===== src/rtl/seq_pattern_gen_pkg.sv =====
// seq_pattern_gen_pkg: shared FSM state encoding and default widths for the pattern generator
package seq_pattern_gen_pkg;
    localparam int PAT_W_DEF = 8;
    localparam int LEN_W_DEF = 4;
    localparam int REP_W_DEF = 8;
    localparam int GAP_W_DEF = 4;
    typedef enum logic [1:0] {
        S_IDLE = 2'd0,
        S_SEND = 2'd1,
        S_GAP  = 2'd2,
        S_FIN  = 2'd3
    } state_t;
endpackage


===== src/rtl/seq_pattern_gen_if.sv =====
// seq_pattern_gen_if: request (start/pattern/pat_len/reps/gap) and serial output (x/x_vld/busy/done) bundle
//   master: drives the request, observes the stream; slave: the generator itself
interface seq_pattern_gen_if
    import seq_pattern_gen_pkg::*;
#(
    parameter int PAT_W = PAT_W_DEF,
    parameter int LEN_W = LEN_W_DEF,
    parameter int REP_W = REP_W_DEF,
    parameter int GAP_W = GAP_W_DEF
);
    logic             start;
    logic [PAT_W-1:0] pattern;
    logic [LEN_W-1:0] pat_len;
    logic [REP_W-1:0] reps;
    logic [GAP_W-1:0] gap;
    logic             x;
    logic             x_vld;
    logic             busy;
    logic             done;
    modport master (output start, pattern, pat_len, reps, gap, input x, x_vld, busy, done);
    modport slave  (input start, pattern, pat_len, reps, gap, output x, x_vld, busy, done);
endinterface


===== src/rtl/seq_pattern_gen_shreg.sv =====
// seq_pattern_gen_shreg: W-bit parallel-load left-shift register, async active-low clear
//   clk, rst_n; load (d -> q, wins over shift); shift (q <<= 1, zero fill); q current contents
module seq_pattern_gen_shreg #(
    parameter int W = 8
) (
    input  logic         clk,
    input  logic         rst_n,
    input  logic         load,
    input  logic         shift,
    input  logic [W-1:0] d,
    output logic [W-1:0] q
);
    logic [W-1:0] sr_q, sr_d;
    always_comb sr_d = load ? d : shift ? {sr_q[W-2:0], 1'b0} : sr_q;
    always_ff @(posedge clk or negedge rst_n)
        if (!rst_n) sr_q <= '0;
        else        sr_q <= sr_d;
    assign q = sr_q;
endmodule


===== src/rtl/seq_pattern_gen.sv =====
// seq_pattern_gen: loads an N-bit pattern on start and sends it MSB-first on x, repeated with idle gaps
//   clk, rst_n (async active-low); bus.slave: start/pattern/pat_len/reps/gap in, x/x_vld/busy/done out
module seq_pattern_gen
    import seq_pattern_gen_pkg::*;
#(
    parameter int PAT_W = PAT_W_DEF,
    parameter int LEN_W = LEN_W_DEF,
    parameter int REP_W = REP_W_DEF,
    parameter int GAP_W = GAP_W_DEF
) (
    input  logic             clk,
    input  logic             rst_n,
    seq_pattern_gen_if.slave bus
);
    state_t           state_q, state_d;
    logic [LEN_W-1:0] len_c, len_q, len_d, bit_q, bit_d;
    logic [REP_W-1:0] rep_q, rep_d;
    logic [GAP_W-1:0] gap_q, gap_d, gcnt_q, gcnt_d;
    logic [PAT_W-1:0] pat_q, pat_d, ld_data, sr;
    logic             x_vld_q, x_vld_d, busy_q, busy_d, done_q, done_d;
    logic             load, shift;

    assign len_c = (bus.pat_len == '0 || bus.pat_len > LEN_W'(PAT_W)) ? LEN_W'(PAT_W) : bus.pat_len;

    // The pattern is stored left-aligned, so the current bit is always the register MSB and the
    // zero fill from shifting leaves x=0 once a copy has been fully sent.
    always_comb begin
        state_d = state_q;
        len_d   = len_q;
        bit_d   = bit_q;
        rep_d   = rep_q;
        gap_d   = gap_q;
        gcnt_d  = gcnt_q;
        pat_d   = pat_q;
        load    = 1'b0;
        shift   = 1'b0;
        case (state_q)
            S_IDLE: if (bus.start) begin
                state_d = S_SEND;
                len_d   = len_c;
                bit_d   = len_c - 1'b1;
                rep_d   = (bus.reps == '0) ? '0 : bus.reps - 1'b1;
                gap_d   = bus.gap;
                pat_d   = bus.pattern << (LEN_W'(PAT_W) - len_c);
                load    = 1'b1;
            end
            S_SEND: if (bit_q != '0) begin
                bit_d = bit_q - 1'b1;
                shift = 1'b1;
            end else if (rep_q == '0) begin
                state_d = S_FIN;
                shift   = 1'b1;
            end else if (gap_q != '0) begin
                state_d = S_GAP;
                rep_d   = rep_q - 1'b1;
                gcnt_d  = gap_q - 1'b1;
                shift   = 1'b1;
            end else begin
                rep_d = rep_q - 1'b1;
                bit_d = len_q - 1'b1;
                load  = 1'b1;
            end
            S_GAP: if (gcnt_q != '0) begin
                gcnt_d = gcnt_q - 1'b1;
            end else begin
                state_d = S_SEND;
                bit_d   = len_q - 1'b1;
                load    = 1'b1;
            end
            S_FIN:   state_d = S_IDLE;
            default: state_d = S_IDLE;
        endcase
        ld_data = (state_q == S_IDLE) ? pat_d : pat_q;
        x_vld_d = state_d == S_SEND;
        busy_d  = state_d != S_IDLE;
        done_d  = state_d == S_FIN;
    end

    always_ff @(posedge clk or negedge rst_n)
        if (!rst_n) begin
            state_q <= S_IDLE;
            len_q   <= '0;
            bit_q   <= '0;
            rep_q   <= '0;
            gap_q   <= '0;
            gcnt_q  <= '0;
            pat_q   <= '0;
            x_vld_q <= 1'b0;
            busy_q  <= 1'b0;
            done_q  <= 1'b0;
        end else begin
            state_q <= state_d;
            len_q   <= len_d;
            bit_q   <= bit_d;
            rep_q   <= rep_d;
            gap_q   <= gap_d;
            gcnt_q  <= gcnt_d;
            pat_q   <= pat_d;
            x_vld_q <= x_vld_d;
            busy_q  <= busy_d;
            done_q  <= done_d;
        end

    seq_pattern_gen_shreg #(.W(PAT_W)) u_shreg (
        .clk   (clk),
        .rst_n (rst_n),
        .load  (load),
        .shift (shift),
        .d     (ld_data),
        .q     (sr)
    );

    assign bus.x     = sr[PAT_W-1];
    assign bus.x_vld = x_vld_q;
    assign bus.busy  = busy_q;
    assign bus.done  = done_q;
endmodule


===== src/flat_wrapper.sv =====
// flat-port wrapper written by rule: the top's interface ports become plain ports
module seq_pattern_gen_flat import seq_pattern_gen_pkg::*;
#(
    parameter int PAT_W = PAT_W_DEF,
    parameter int LEN_W = LEN_W_DEF,
    parameter int REP_W = REP_W_DEF,
    parameter int GAP_W = GAP_W_DEF
)
  (clk, rst_n, bus_start, bus_pattern, bus_pat_len, bus_reps, bus_gap, bus_x, bus_x_vld, bus_busy, bus_done);
  seq_pattern_gen_if #(.PAT_W(PAT_W), .LEN_W(LEN_W), .REP_W(REP_W), .GAP_W(GAP_W)) bus_i ();
  input  logic clk;
  input  logic rst_n;
  input wire logic [$bits(bus_i.start)-1:0] bus_start;
  input wire logic [$bits(bus_i.pattern)-1:0] bus_pattern;
  input wire logic [$bits(bus_i.pat_len)-1:0] bus_pat_len;
  input wire logic [$bits(bus_i.reps)-1:0] bus_reps;
  input wire logic [$bits(bus_i.gap)-1:0] bus_gap;
  output wire logic [$bits(bus_i.x)-1:0] bus_x;
  output wire logic [$bits(bus_i.x_vld)-1:0] bus_x_vld;
  output wire logic [$bits(bus_i.busy)-1:0] bus_busy;
  output wire logic [$bits(bus_i.done)-1:0] bus_done;
  assign bus_i.start = bus_start;
  assign bus_i.pattern = bus_pattern;
  assign bus_i.pat_len = bus_pat_len;
  assign bus_i.reps = bus_reps;
  assign bus_i.gap = bus_gap;
  assign bus_x = bus_i.x;
  assign bus_x_vld = bus_i.x_vld;
  assign bus_busy = bus_i.busy;
  assign bus_done = bus_i.done;
  seq_pattern_gen #(.PAT_W(PAT_W), .LEN_W(LEN_W), .REP_W(REP_W), .GAP_W(GAP_W)) u_core (.clk(clk), .rst_n(rst_n), .bus(bus_i));
endmodule

===== config.mk =====
export PLATFORM = sky130hd
export DESIGN_NAME = seq_pattern_gen_flat
export DESIGN_NICKNAME = d
export VERILOG_FILES = /design/src/rtl/seq_pattern_gen_pkg.sv /design/src/rtl/seq_pattern_gen_if.sv /design/src/rtl/seq_pattern_gen_shreg.sv /design/src/rtl/seq_pattern_gen.sv /design/src/flat_wrapper.sv
export SDC_FILE = /design/constraint.sdc
export NUM_CORES = 1
export LEC_CHECK = 0
export CORE_MARGIN = 1
export CORE_UTILIZATION = 45
export CTS_BUF_LIST = sky130_fd_sc_hd__clkbuf_16
export CTS_CLUSTER_DIAMETER = 100
export DETAILED_ROUTE_END_ITERATION = 6
export MAX_ROUTING_LAYER = met4
export PLACE_DENSITY = 0.66
export SLEW_MARGIN = 25
export SYNTH_ARGS = -nofsm -noshare
export SYNTH_HDL_FRONTEND = slang
export SYNTH_SLANG_ARGS = --single-unit

===== constraint.sdc =====
create_clock -name clk -period 3.6 [get_ports clk]
set_input_delay 0.36 -clock clk [delete_from_list [all_inputs] [get_ports clk]]
set_output_delay 0.36 -clock clk [all_outputs]
set_load 0.01 [all_outputs]

Word level (Yosys, flattened, before mapping) --
Index checks and enable logic that the tools add are counted.
Word-level totals: output and inout bits 4, memory bits (writable) 0, bits in read-only memories 0, bits of input ports 27, memories kept 0, register bits after elaboration 45, logic and storage cells 89, bits in latches 0
Cells by class: divide/modulo/power cells 0, equality and inequality tests 13, multiplexer cells 38, bitwise operators 0, $lt $le $gt $ge 1, multipliers 0, $add $sub $neg 8, shifts and indexed selects 1, reduce and logical (&&, ||, !) cells 17
Operators with widths (number):
- 2-to-1 mux 8 bit | 9
- 2-to-1 mux 4 bit | 10
- subtractor 4 x 1 -> 4 bit (second input constant) | 5
- zero test 8 bit | 2
- case mux 8 bit (2 select lines) | 1
- subtractor 8 x 1 -> 8 bit (second input constant) | 2
- case mux 4 bit (3 select lines) | 1
- nonzero test 4 bit | 3
- 2-to-1 mux 2 bit | 5
- AND reduction 5 bit | 2
- 2-to-1 mux 1 bit | 9
- inequality test 2 bit (second input constant) | 4
- case mux 2 bit (4 select lines) | 1
- case mux 4 bit (2 select lines) | 1
- nonzero test 2 bit | 4
- left shift 8 x 4 -> 8 bit | 1
- equality test 2 bit (second input constant) | 3
- inequality test 3 x 2 -> 1 bit (second input constant) | 2
- equality test 2 x 1 -> 1 bit (second input constant) | 2
- > comparator 4 bit (second input constant) | 1
- zero test 4 bit | 1
- inequality test 2 x 1 -> 1 bit (second input constant) | 2
- AND reduction 4 bit | 1
- subtractor 4 bit (first input constant) | 1
- 5 further kinds | 5

Logic depth before layout (Yosys ltp) --
Gate-level depths: netlist of the first run.
depth after elaboration 9, depth in mapped cells 9, depth with buffers taken out 8

By module --
A second synthesis of the first run with hierarchy kept.
Second synthesis, totals: cell total of the unflattened synthesis 317, area total of the unflattened synthesis 2984.1 um^2
By module, submodules not included:
- seq_pattern_gen | seq. area each 925.9 um^2, cells each 283, instances 1, area an instance 2615.0 um^2
- seq_pattern_gen_shreg | seq. area each 200.2 um^2, cells each 34, instances 1, area an instance 369.1 um^2

Worst setup path after synthesis of the first run --
Ideal clock, no wire load.
kind reg2reg, start reg u_core.bit_q[0], end reg u_core.u_shreg.sr_q[1] (netlist: u_core.u_shreg.q[1]), library setup time 0.125 ns, stages on the path, launching flop included 8, required time 3.475 ns, data arrival time 2.155 ns, clock period less this slack 2.280 ns, path slack 1.320 ns, path buffers 1, cells stage by stage dfrtp_1 > inv_1 > ha_1 > or3b_1 > buf_2 > or3_4 > a31oi_4 > mux2_2
Between the ends: longest elaborated chain between the ends 4, elaborated cells between the ends (all ways) 7, classes of those cells mux: 5; reduce/logical: 2
RTL lines:
- from (decl) | line seq_pattern_gen.sv:16 | logic [LEN_W-1:0] len_c, len_q, len_d, bit_q, bit_d;
- from (signal assigned) | line seq_pattern_gen.sv:94 | bit_q <= bit_d;
- nonzero test 4 bit * | line seq_pattern_gen.sv:47 | S_SEND: if (bit_q != '0) begin
- 2-to-1 mux 1 bit | line seq_pattern_gen.sv:47
- case mux 1 bit (3 select lines) / 2-to-1 mux 1 bit (equally long branches) | line seq_pattern_gen.sv:37 | case (state_q)
- 2-to-1 mux 8 bit / nonzero test 2 bit (equally long branches)
- to (signal assigned) | line seq_pattern_gen_shreg.sv:17 | else sr_q <= sr_d;
- to (decl) | line seq_pattern_gen_shreg.sv:13 | logic [W-1:0] sr_q, sr_d;
Mark *: on every way between the ends. The rest lies on a longest branch, timed or not. A chain may end at the register's enable or synchronous reset.

Final worst setup path of the first run --
start reg u_core.bit_q[0], end reg u_core.u_shreg.sr_q[6] (netlist: u_core.u_shreg.q[6])
The elaborated chain is that of the path after synthesis.

==> results.py, run 1 <==
metrics = {
    "yosys": {
        "synth_most_common_cell": "nand2_1",
        "ys_async_sr_fraction_pct": 100,
        "synth_flop_cell": "dfrtp_1",
        "ys_seq_area_share_pct": 38.7,
        "syn_nets": 347,
        "syn-cell-area_sq_um": 2910,
        "synth_edf_count": 0,
        "synth_top_area_share_pct": 38.7,
        "yosysWarnings": 0,
        "yosys-top-cells-area": "dfrtp_1 (39%), nand2_1 (5.9%), mux2_2 (5.0%), ha_1 (4.7%), mux4_2 (3.9%)",
        "synth_top_cell_by_area": "dfrtp_1",
        "synth_common_cells": "nand2_1 (46), dfrtp_1 (45), o21ai_0 (22)",
        "postSynthCellCount": 309,
        "synth-seq-cells": 45,
        "ys_types": 62,
        "avgSynthCellArea_sq_um": 9.43,
    },
    "drt": {
        "viasPerCell": 5.74,
        "drtIter0Drc": 146,
        "dr.pass1.iters": 4,
        "ant_nets": 0,
        "drcViolationCount": 0,
        "vias": 2378,
        "routed_wirelength_mm": 6.21,
        "wire_per_inst_microns": 15.0,
    },
    "placement": {
        "hpwl_mm": 4.60,
        "place_congestion": 0.902,
        "portBuffers": 30,
    },
    "clock_tree": {
        "cts_buffer_depth": 2,
        "ctsRootBufferMaster": "clkbuf_16",
        "clk_pin_slew_worst_paths_ns": 0.06,
        "hold_buffers": 0,
        "worstSkewPairLatency_ns": 0.28,
        "cts_tree": "done",
        "post_cts_buffers": 0,
        "htree_levels": 2,
        "cts_resized": 0,
        "cts_buffers": 5,
        "cts_sinks": 45,
    },
    "global_routing": {
        "grt_pass1_wl_mm": 10.7,
        "gr-usage-met2_pct": 35.1,
        "grt_pass1_vias": 2290,
        "grt_max_degree": 46,
        "grt_usage_pct": 21.5,
        "grt_antenna_before_repair": 0,
        "gr-total-overflow": 0,
        "use_met3_pct": 3.41,
        "busiest_layer": "met2",
        "use_met1_pct": 27.0,
    },
    "power": {
        "p_int_mw": 1.76,
        "switching_share_pct": 41.2,
        "peakVddDrop_mv": 0.421,
        "leakage_nw": 1.45,
        "powerDensity_nw_per_um2": 869,
        "power.switching_mw": 1.23,
        "total_power_mw": 2.99,
        "combPwrFrac_pct": 50.3,
        "seq_power_share_pct": 32.3,
        "clkPwrFrac_pct": 17.4,
    },
    "sta": {
        "finalCritPeriodShare_pct": 70.7,
        "skew_ns": 0.00513,
        "setup_viol": 0,
        "setup_tns_ns": 0,
        "slew_viol_final": 0,
        "fmaxAchievable_mhz": 393,
        "tightest_slew_ns": 0.803,
        "rsz0062_at_grt": "false",
        "maxSlewHeadroom_pct": 46.3,
        "finalHoldViolCount": 0,
        "min_period_ns": 2.54,
    },
    "cells_and_area": {
        "num_antenna_cells": 0,
        "syn2layout_area_growth_pct": 18.0,
        "nNetsFinal": 376,
        "layout-drive-gt1-share_pct": 12.1,
    },
    "floorplan": {
        "dieArea_sq_um": 6800,
        "rows": 28,
        "start_util_pct": 47.8,
        "die_y_microns": 82.5,
        "io_pins": 31,
        "coreArea_sq_um": 6100,
        "die_w_microns": 82.5,
    },
    "critical_path": {
        "worstSetupStartpointType": "flip-flop",
        "reg2reg_slack_ns": 1.06,
        "crit_path_max_fanout": 10,
        "cp.arrival_ns": 2.72,
        "rr_worst_depth": 6,
        "r2r_start": "u_core.bit_q[0]",
        "worstSetupPathType": "reg -> reg",
        "crit_path_end_kind": "flip-flop",
        "r2r-end": "u_core.u_shreg.q[6]",
        "cp_data_required_time_ns": 3.77,
    },
    "flow_run": {
        "max_cap_viol_count": 0,
    },
    "outcome": {
        "outcome": "finished clean",
    },
    "min_path": {
        "hold_path_class": "in -> async",
    },
}
==> kinds of logic after synthesis <==
| family | count (synthesis) | share of synthesized area, % |
|---|---|---|
| DFF | 45 | 38.7 |
| buffers and inverters | 31 | 4.47 |
| and+or+nand+nor | 110 | 19.0 |
| AOI/OAI and AO/OA | 74 | 17.8 |
| muxes | 27 | 12.1 |
| adders and majority gates | 11 | 4.73 |
| xor gates and xnor gates | 11 | 3.31 |
==> per-layer routing <==
layer	vias up	routed length (microns)	part of all wire, %
met3	7	152	2.4
met1	1155	2910	47
met5	-	0	0
met2	37	3060	49
li1	1179	-	-
met4	0	85	1.4
==> state kept, by name, indices dropped and copies added (netlist names), 2 cells and up <==
signal and cells:
u_core.gap_q 4, u_core.state_q 2, u_core.u_shreg.q 8, u_core.bit_q 4, u_core.pat_q 8, u_core.rep_q 8, u_core.gcnt_q 4, u_core.len_q 4
==> critical path: stages (launching register included) <==
cell and delay (ns):
dfrtp_1 0.41, inv_1 0.12, ha_1 0.19, or3b_1 0.53, or3_4 0.44, a31oi_4 0.36
mux2_2 0.38
==> worst max path at each step <==
stage	start	to	slack, ns
2_1_floorplan	u_core.bit_q[0]	u_core.u_shreg.q[1]	1.32
3_3_place_gp	bus_pat_len[0]	u_core.u_shreg.q[6]	0.87
3_5_place_dp	bus_pat_len[0]	u_core.u_shreg.q[6]	0.82
4_1_cts	u_core.bit_q[0]	u_core.u_shreg.q[1]	1.05
5_1_grt	bus_pat_len[0]	u_core.u_shreg.q[6]	0.90
6_report	u_core.bit_q[0]	u_core.u_shreg.q[6]	1.06
==> cell type report <==
class | count | area (sq um)
multi-input cells | 233 | 1660
fillers | 578 | 2660
clock inverters | 3 | 42.5
flip-flops and latches | 45 | 1130
repair buffers | 32 | 313
clock buffers | 5 | 125
well taps | 75 | 93.8
inverters | 21 | 78.8
==> cells in the final DEF, fill, tap and decap left out, types with 3 or more instances in the layout <==
| master | synthesis | routed |
|---|---|---|
| nand2_1 | 46 | 46 |
| clkdlybuf4s50_1 | 0 | 29 |
| nand3_1 | 7 | 7 |
| mux4_2 | 5 | 5 |
| a22o_1 | 3 | 3 |
| nor3_1 | 11 | 11 |
| mux2i_1 | 7 | 7 |
| inv_1 | 20 | 21 |
| xnor2_1 | 3 | 3 |
| ha_1 | 11 | 11 |
| o21bai_1 | 3 | 3 |
| o21ai_0 | 22 | 22 |
| a21oi_1 | 13 | 13 |
| nor2b_1 | 3 | 3 |
| nor2_1 | 15 | 15 |
| and2_1 | 3 | 3 |
| nor4_1 | 5 | 5 |
| buf_4 | 1 | 3 |
| and3_1 | 3 | 3 |
| xor2_1 | 8 | 8 |
| clkbuf_16 | 0 | 5 |
| dfrtp_1 | 45 | 45 |
| a221oi_1 | 4 | 4 |
| mux2_2 | 13 | 13 |
==> power by group through the flow <==
stage	combinational, mW	clock [mW]	sequential [mW]
final	1.50	0.519	0.964
after floorplan	1.17	0	0.920
after global routing	1.69	0.548	1.00
after CTS	1.51	0.528	0.962
after global placement	1.47	0	0.962
after detailed placement	1.50	0	0.969
==> stage by stage <==
step                      setup slack [ns]  std cells  util [%]  hold WS [ns]  instance area [sq um]
after floorplan                       1.32        309         -        0.0644                   2910
after global placement               0.867        406      53.6         0.470                   3270
after detailed placement             0.818        406      53.6         0.475                   3270
after CTS                             1.05        414      56.3         0.284                   3430
after global routing                 0.897        414      56.4         0.135                   3440
final                                 1.06        414      56.4        0.0730                   3440
Note: power is estimated with default switching activity, not from simulation.
==> run 2, diff against run 1 <==
Settings changed: PLACE_DENSITY 0.66 to 0.68.
Clock period 3.6 ns to 2.3 ns, I/O delays scaled along.
==> run 2 against run 1 <==
Against the previous run: design area increased by 6.9%; die area unchanged; non-clock buffer count increased by 31; combinational power increased by 83%; clock skew increased by 0.0012 ns; first-iteration DRC count increased by 6.8%; count of clock-buffer cells in the layout unchanged; critical path type unchanged; largest power group unchanged; highest routed layer unchanged.
==> results.py, run 2 (synthesis results as in run 1) <==
metrics = {
    "floorplan": {
        "rows": 28,
        "die_w_microns": 82.5,
        "coreArea_sq_um": 6100,
        "start_util_pct": 47.8,
        "die_y_microns": 82.5,
        "dieArea_sq_um": 6800,
        "io_pins": 31,
    },
    "drt": {
        "vias": 2486,
        "viasPerCell": 5.59,
        "drtIter0Drc": 156,
        "drcViolationCount": 0,
        "ant_nets": 0,
        "wire_per_inst_microns": 15.1,
        "dr.pass1.iters": 4,
        "routed_wirelength_mm": 6.72,
    },
    "outcome": {
        "outcome": "finished clean",
    },
    "power": {
        "p_int_mw": 2.92,
        "power.switching_mw": 2.03,
        "clkPwrFrac_pct": 14.7,
        "peakVddDrop_mv": 0.778,
        "switching_share_pct": 41.0,
        "seq_power_share_pct": 29.9,
        "combPwrFrac_pct": 55.4,
        "total_power_mw": 4.94,
        "leakage_nw": 1.59,
        "powerDensity_nw_per_um2": 1350,
    },
    "cells_and_area": {
        "mostFrequentLayoutCell": "nand2_1",
        "final_cell_mix": "nand2_1 (46), dfrtp_1 (45), buf_4 (32), clkdlybuf4s50_1 (29), o21ai_0 (22)",
        "stdcell_area_sq_um": 3670,
        "layout-drive-gt1-share_pct": 20.0,
        "n_fill_cell": 545,
        "syn2layout_area_growth_pct": 26.1,
        "nNetsFinal": 407,
        "num_antenna_cells": 0,
    },
    "clock_tree": {
        "clk_pin_slew_worst_paths_ns": 0.07,
        "worstSkewPairLatency_ns": 0.29,
        "cts_buffer_depth": 2,
        "cts_buffers": 5,
        "ctsRootBufferMaster": "clkbuf_16",
        "cts_tree": "done",
        "cts_sinks": 45,
        "htree_levels": 2,
    },
    "sta": {
        "whs_ns": 0.0255,
        "maxSlewHeadroom_pct": 60.9,
        "finalCritPeriodShare_pct": 98.2,
        "min_period_ns": 2.26,
        "fmaxAchievable_mhz": 443,
        "slew_viol_final": 0,
        "setup_viol": 0,
        "finalWorstSetupSlack_ns": 0.0404,
        "skew_ns": 0.00635,
        "tightest_slew_ns": 0.587,
        "finalHoldViolCount": 0,
    },
    "critical_path": {
        "worstSetupStartpointType": "flip-flop",
        "cp_data_required_time_ns": 2.47,
        "crit_path_end_kind": "flip-flop",
        "crit_path_max_fanout": 8,
        "worstSetupPathType": "reg -> reg",
        "cp.arrival_ns": 2.43,
    },
    "global_routing": {
        "grt_pass1_vias": 2504,
        "gr-total-overflow": 0,
        "grt_antenna_before_repair": 0,
        "grt_max_degree": 46,
        "grt_usage_pct": 22.6,
        "grt_pass1_wl_mm": 11.5,
    },
    "placement": {
        "pre_cts_ws_ns": -0.146,
        "place_congestion": 0.864,
        "portBuffers": 30,
        "hpwl_mm": 5.06,
        "place_area_sq_um": 3490,
    },
    "flow_run": {
        "max_cap_viol_count": 0,
    },
    "min_path": {
        "hold_path_class": "in -> async",
    },
}
run 2: power by group through the flow:
stage	Combinational [mW]	Sequential (mW)	Clock, mW
after floorplan	1.83	1.44	0
after global placement	2.61	1.47	0
after detailed placement	2.66	1.48	0
after CTS	2.68	1.47	0.741
after global routing	3.06	1.53	0.766
final	2.74	1.48	0.728
run 2: layout make-up:
class                           count  area [sq um]  share of cell area [%]
Tap cell                           75          93.8                    2.55
Inverter                           21          78.8                    2.15
Sequential cell                    45          1130                    30.7
Multi-Input combinational cell    233          1670                    45.4
Clock buffer                        5           125                    3.41
Clock inverter                      3          25.0                   0.681
Timing Repair Buffer               63           556                    15.1
run 2: routing by layer:
layer  vias up  track usage [%]  share of wire, %
li1       1239                -                 -
met3         7             2.86               4.0
met5         -                -                 0
met4         0             4.91              0.82
met1      1190             28.0                44
met2        50             39.3                51
run 2: path summary, 6_finish.rpt:
| check | startpoint | end | slack (ns) | cells after the start |
|---|---|---|---|---|
| worst max-delay path | u_core.bit_q[0] | u_core.u_shreg.q[6] | 0.04 | 7 |
| max in group asynchronous | rst_n | u_core.rep_q[7] | 1.87 | 2 |
| worst min-delay path | rst_n | u_core.rep_q[0] | 0.03 | 2 |
| min in group clk | bus_gap[2] | u_core.gap_q[2] | 0.47 | 3 |
| worst min register to register | u_core.pat_q[0] | u_core.pat_q[0] | 0.47 | 2 |
| worst max register to register | u_core.bit_q[0] | u_core.u_shreg.q[6] | 0.04 | 7 |
run 2: worst max-delay path, cell delays in order, from the launching register on:
cell     delay, ns
dfrtp_1       0.38
inv_1         0.08
ha_1          0.18
or3b_4        0.42
or3_4         0.39
a31oi_4       0.21
buf_12        0.15
mux2_2        0.33
run 2: stage by stage:
step | cells | util [%] | TNS (ns)
2_1_floorplan | 309 | - | 0
3_3_place_gp | 436 | 57.3 | -0.0963
6_report | 445 | 60.3 | 0
3_5_place_dp | 436 | 57.3 | -0.418
4_1_cts | 444 | 59.7 | 0
5_1_grt | 445 | 60.3 | -0.0162
run 2: timing repair:
action | CTS | global route
resized for setup | 0 | 3
setup endpoints to repair | 6 | 9
setup buffers | 0 | 1
pin swaps | 1 | 1
hold buffers | 0 | 0
